$ cat src/rtl/cci_mpf_drain_ctrl.sv
`default_nettype none
// ============================================================================
// Module   : cci_mpf_drain_ctrl
// Brief    : Quiesces AFU traffic into MPF: blocks new requests, waits for the
//            TX streams to settle and MPF to empty, optionally fences c1, then
//            acknowledges. Optional fence stage enabled by MPF_DRAIN_FENCE_EN.
// Revision : 1.0 - initial release
// ============================================================================
module cci_mpf_drain_ctrl #(
    parameter int SETTLE_CYCLES  = 8,
    parameter int TIMEOUT_CYCLES = 65536
) (
    input  logic clk,
    input  logic reset,
    input  logic drain_req,
    input  logic c0_tx_valid,
    input  logic c1_tx_valid,
    input  logic c0_not_empty,
    input  logic c1_not_empty,
    input  logic fence_grant,
    input  logic fence_rsp,
    output logic block_reqs,
    output logic fence_req,
    output logic drain_busy,
    output logic drain_ack,
    output logic timeout_err
);

    localparam int c_SETTLE_W = $clog2(SETTLE_CYCLES) + 1;
    localparam int c_TMO_W    = $clog2(TIMEOUT_CYCLES) + 1;
    localparam logic [c_SETTLE_W-1:0] c_SETTLE_LOAD = c_SETTLE_W'(SETTLE_CYCLES - 1);
    localparam logic [c_SETTLE_W-1:0] c_SETTLE_ONE  = c_SETTLE_W'(1);
    localparam logic [c_TMO_W-1:0]    c_TMO_LAST    = c_TMO_W'(TIMEOUT_CYCLES - 1);
    localparam logic [c_TMO_W-1:0]    c_TMO_ONE     = c_TMO_W'(1);

    typedef enum logic [2:0] {
        ST_IDLE       = 3'd0,
        ST_SETTLE     = 3'd1,
        ST_WAIT_EMPTY = 3'd2,
        ST_FENCE_REQ  = 3'd3,
        ST_FENCE_WAIT = 3'd4,
        ST_DONE       = 3'd5
    } state_t;

    state_t                r_state;
    logic [c_SETTLE_W-1:0] r_settle_cnt;
    logic [c_TMO_W-1:0]    r_tmo_cnt;
    logic                  r_active;
    logic                  r_ack;
    logic                  r_tmo_err;

    logic w_tx_any;
    logic w_exit;
    logic w_in_wait;
    logic w_tmo_hit;

    assign w_tx_any  = c0_tx_valid | c1_tx_valid;
    assign w_tmo_hit = (r_tmo_cnt == c_TMO_LAST);

`ifdef MPF_DRAIN_FENCE_EN
    logic r_fence_req;
    assign fence_req = r_fence_req;
`else
    logic w_unused_fence;
    assign w_unused_fence = fence_grant ^ fence_rsp;
    assign fence_req      = 1'b0;
`endif

    // Exit condition of whichever timed wait state is active; it beats timeout.
    always_comb begin
        w_exit    = 1'b0;
        w_in_wait = 1'b0;
        case (r_state)
            ST_WAIT_EMPTY: begin
                w_in_wait = 1'b1;
                w_exit    = !c0_not_empty && !c1_not_empty;
            end
`ifdef MPF_DRAIN_FENCE_EN
            ST_FENCE_REQ: begin
                w_in_wait = 1'b1;
                w_exit    = r_fence_req && fence_grant;
            end
            ST_FENCE_WAIT: begin
                w_in_wait = 1'b1;
                w_exit    = fence_rsp;
            end
`endif
            default: ;
        endcase
    end

    always_ff @(posedge clk or posedge reset) begin
        if (reset) begin
            r_state      <= ST_IDLE;
            r_settle_cnt <= '0;
            r_tmo_cnt    <= '0;
            r_active     <= 1'b0;
            r_ack        <= 1'b0;
            r_tmo_err    <= 1'b0;
`ifdef MPF_DRAIN_FENCE_EN
            r_fence_req  <= 1'b0;
`endif
        end else begin
            r_ack <= 1'b0;
            case (r_state)
                ST_IDLE: begin
                    if (drain_req) begin
                        r_state      <= ST_SETTLE;
                        r_settle_cnt <= c_SETTLE_LOAD;
                        r_tmo_err    <= 1'b0;
                        r_active     <= 1'b1;
                    end
                end
                ST_SETTLE: begin
                    if (w_tx_any) begin
                        r_settle_cnt <= c_SETTLE_LOAD;
                    end else if (r_settle_cnt == '0) begin
                        r_state   <= ST_WAIT_EMPTY;
                        r_tmo_cnt <= '0;
                    end else begin
                        r_settle_cnt <= r_settle_cnt - c_SETTLE_ONE;
                    end
                end
                ST_WAIT_EMPTY: begin
                    if (w_exit) begin
`ifdef MPF_DRAIN_FENCE_EN
                        r_state     <= ST_FENCE_REQ;
                        r_fence_req <= 1'b1;
                        r_tmo_cnt   <= '0;
`else
                        r_state <= ST_DONE;
                        r_ack   <= 1'b1;
`endif
                    end
                end
`ifdef MPF_DRAIN_FENCE_EN
                ST_FENCE_REQ: begin
                    if (w_exit) begin
                        r_state     <= ST_FENCE_WAIT;
                        r_fence_req <= 1'b0;
                        r_tmo_cnt   <= '0;
                    end
                end
                ST_FENCE_WAIT: begin
                    if (w_exit) begin
                        r_state <= ST_DONE;
                        r_ack   <= 1'b1;
                    end
                end
`endif
                ST_DONE: begin
                    if (!drain_req) begin
                        r_state  <= ST_IDLE;
                        r_active <= 1'b0;
                    end
                end
                default: begin
                    r_state  <= ST_IDLE;
                    r_active <= 1'b0;
                end
            endcase

            // Timeout is only checked once the counter is full, so it never wraps.
            if (w_in_wait && !w_exit) begin
                if (w_tmo_hit) begin
                    r_state   <= ST_IDLE;
                    r_active  <= 1'b0;
                    r_tmo_err <= 1'b1;
`ifdef MPF_DRAIN_FENCE_EN
                    r_fence_req <= 1'b0;
`endif
                end else begin
                    r_tmo_cnt <= r_tmo_cnt + c_TMO_ONE;
                end
            end
        end
    end

    assign block_reqs  = r_active;
    assign drain_busy  = r_active;
    assign drain_ack   = r_ack;
    assign timeout_err = r_tmo_err;

endmodule
`default_nettype wire

$ cat config.mk
export PLATFORM = sky130hd
export DESIGN_NAME = cci_mpf_drain_ctrl
export DESIGN_NICKNAME = d
export VERILOG_FILES = /design/src/rtl/cci_mpf_drain_ctrl.sv
export SDC_FILE = /design/constraint.sdc
export NUM_CORES = 1
export LEC_CHECK = 0
export BUFFER_PORTS_ARGS = -buffer_cell sky130_fd_sc_hd__buf_4
export CORE_ASPECT_RATIO = 1.5
export CORE_MARGIN = 10
export CORE_UTILIZATION = 52
export CTS_CLUSTER_DIAMETER = 200
export DETAILED_ROUTE_END_ITERATION = 10
export HOLD_SLACK_MARGIN = 0.1
export PLACE_DENSITY = 0.84
export SLEW_MARGIN = 30
export SYNTH_ARGS = -nofsm -noshare
export SYNTH_HDL_FRONTEND = slang
export SYNTH_SLANG_ARGS = --single-unit
$ cat constraint.sdc
create_clock -name clk -period 1.8 [get_ports clk]
set_input_delay 0.36 -clock clk [delete_from_list [all_inputs] [get_ports clk]]
set_output_delay 0.36 -clock clk [all_outputs]
set_load 0.01 [all_outputs]
==> reports/metrics.yaml <==
post-route-period-util: 1.02
die_h_um: 86.0
vdd_drop_max_v: 0.000520
finalNetCount: 217
worstReg2RegEnd: "r_tmo_cnt[15]$_DFF_PP0_"
startpoint_type: "register"
grt_overflow: 0
final_antenna_net_count: 0
syn_to_final_growth_pct: 30.9
final_util: 0.723
share_seq_of_total_power: 0.590
synth_fp_nets: 177
dp_hpwl_um: 2910
drive_gt1_frac: 0.341
synth_flop_cell: "dfrtp_1"
path_class: "reg -> reg"
setup_viol: 5
synth_edf_count: 0
synthesis.instances: 166
power_frac_clock: 0.324
p_int_uw: 824
cts.clk_slew.worst_paths_ns: 0.09
stdcell_count: 242
slew_viol_final: 0
max_freq_ghz: 0.544
violations: "negative setup slack"
worstPathRequired_ns: 1.97
cts-root-buf: "clkbuf_8"
cts_tree: "yes"
cts_sinks: 27
io_buffer_count: 10
first_pass_iters: 4
syn-cell-area_um2: 1510
tns_ns: -0.109
regArea_um2: 676
start_util: 0.552
clk_latency_ns: 0.28
p_leak_nw: 0.859
switchingPower_uw: 262
die_w_um: 64.0
report.power.total_mw: 1.09
grt_max_degree: 28
async_flop_share: 1.00
worstSetupStartpoint: "r_tmo_cnt[1]$_DFF_PP0_"
avgSynthCellArea_um2: 9.09
r2r_cells: 7
p_per_area_nw_per_um2: 549
cts_buffer_depth: 2
min_period_ns: 1.84
antenna_found_initial: 0
via_per_inst: 5.98
num-fill-cells: 177
synth-seq-cells: 27
grt_pass1_vias: 1459
rsz0062_at_grt: "true"
wl_per_cell_um: 17.2
routabilityCongestion: 0.830
crit_end: "r_tmo_cnt[15]$_DFF_PP0_"
vias: 1447
status: "finished, violations left"
routed_wl_um: 4150
drc: 0
cts_buffers: 3
track_usage: 0.152
core-area_um2: 2730
ys_seq_area_frac: 0.448
rows: 23
placed_cells: 235
h-tree-depth: 1
ys_types: 49
critical_path_arrival_ns: 2.01
yosysWarnings: 0
reg2reg_from: "r_tmo_cnt[1]$_DFF_PP0_"
ioPinCount: 14
clock_skew_ns: 0.00218
finalWorstSetupSlack_ns: -0.0378
endpoint_kind: "register"
cp_max_fo: 12
grt_pass1_wl_um: 6800
min_path_type: "in -> async"
antennaDiodeCount: 0
drt_iter0_drc: 103
multi_input_area_um2: 873
power_frac_comb: 0.086
dieArea_um2: 5500
switching_share: 0.241
hold_viol: 0
reg2reg_slack_ns: -0.04
maxCapViolations: 0
==> routing by layer <==
metal,routed length [um],vias to the layer above,track usage
met5,0,-,0
met4,114,0,0.0818
met3,158,12,0.0365
met2,2310,47,0.287
met1,1570,708,0.144
li1,-,680,-
==> synth_stat cells, drive strengths merged, types with 3 or more instances <==
library cell / number / share of area
buf: 4 / 0.021
nor4: 4 / 0.027
o21ai: 13 / 0.046
and4: 4 / 0.023
or2: 4 / 0.017
nand3: 13 / 0.046
and2: 3 / 0.012
dfrtp: 27 / 0.45
inv: 7 / 0.017
a21oi: 8 / 0.034
a31oi: 5 / 0.021
nor2: 14 / 0.035
nor3: 6 / 0.020
nand2: 22 / 0.055
==> area by class of cell <==
class                      instances  area share
clock buffer                       4      0.0228
inverter                           7      0.0133
multi-input combinational        128       0.442
sequential                        27       0.342
tap                               37      0.0234
timing repair buffer              39       0.156
==> critical path: stages, from the launching register on <==
cell and delay, ns:
dfrtp_1 0.40, ha_4 0.17, nand3_4 0.07, or4_4 0.52
o31ai_4 0.24, buf_12 0.18, nand2_2 0.06, o311ai_2 0.09
==> sequential cells by signal, summed over array words and instances (netlist names) <==
name and cells:
r_tmo_cnt 17, r_settle_cnt 4, r_state 3, block_reqs 1, drain_ack 1, timeout_err 1
==> what timing repair did <==
action / 4_1_cts / 5_1_grt
setup endpoints to repair: 9 / 17
buffers inserted: 2 / 1
endpoints found under the hold margin: 0 / 0
resized for setup: 10 / 10
pin swaps: 0 / 1
hold buffers: 0 / 0
==> metrics by stage <==
stage | hold slack, ns | cell area, um^2 | worst slack (ns)
floorplan | 0.413 | 1540 | 0.0156
global placement | 0.441 | 1840 | -0.0200
detailed placement | 0.454 | 1840 | -0.0669
CTS | 0.150 | 1940 | -0.0184
global route | 0.177 | 1980 | -0.0982
finish | 0.138 | 1980 | -0.0378
==> power groups by stage <==
stage	clock (mW)	sequential, mW	combinational [mW]
finish	0.351	0.640	0.0938
global route	0.380	0.643	0.103
CTS	0.355	0.639	0.0900
detailed placement	0	0.651	0.0876
global placement	0	0.649	0.0817
floorplan	0	0.651	0.0441
==> cells in the final DEF (no fill, tap or decap), types with 4 or more instances in the layout <==
| cell | Yosys | layout |
|---|---|---|
| buf_4 | 2 | 37 |
| dfrtp_1 | 27 | 27 |
| nand2_1 | 22 | 21 |
| nor2_1 | 14 | 13 |
| nand3_1 | 12 | 12 |
| a21oi_1 | 7 | 7 |
| o21ai_0 | 9 | 6 |
| nor3_1 | 6 | 6 |
| inv_1 | 6 | 5 |
| a31oi_1 | 5 | 5 |
| and4_1 | 4 | 4 |
| o21ai_1 | 3 | 4 |
==> worst min-delay path by stage <==
stage | startpoint | endpoint | cells past startpoint
6_report | reset | r_tmo_cnt[1]$_DFF_PP0_ | 3
5_1_grt | reset | r_tmo_cnt[4]$_DFF_PP0_ | 3
4_1_cts | reset | r_tmo_cnt[5]$_DFF_PP0_ | 3
3_5_place_dp | reset | r_tmo_cnt[5]$_DFF_PP0_ | 3
3_3_place_gp | reset | r_tmo_cnt[4]$_DFF_PP0_ | 3
2_1_floorplan | reset | block_reqs$_DFF_PP0_ | 1
==> cells by family (layout without fill, tap and decap cells) <==
| family | Yosys count | count (layout) | share of synthesized area |
|---|---|---|---|
| compound gates | 40 | 40 | 0.183 |
| xor+xnor | 3 | 3 | 0.0174 |
| fa+ha+maj | 2 | 2 | 0.0166 |
| buf+inv | 11 | 50 | 0.0381 |
| flops | 27 | 27 | 0.448 |
| other cells | 1 | 1 | 0.00249 |
| simple gates | 82 | 82 | 0.294 |
Note: power is estimated with default switching activity, not from simulation.
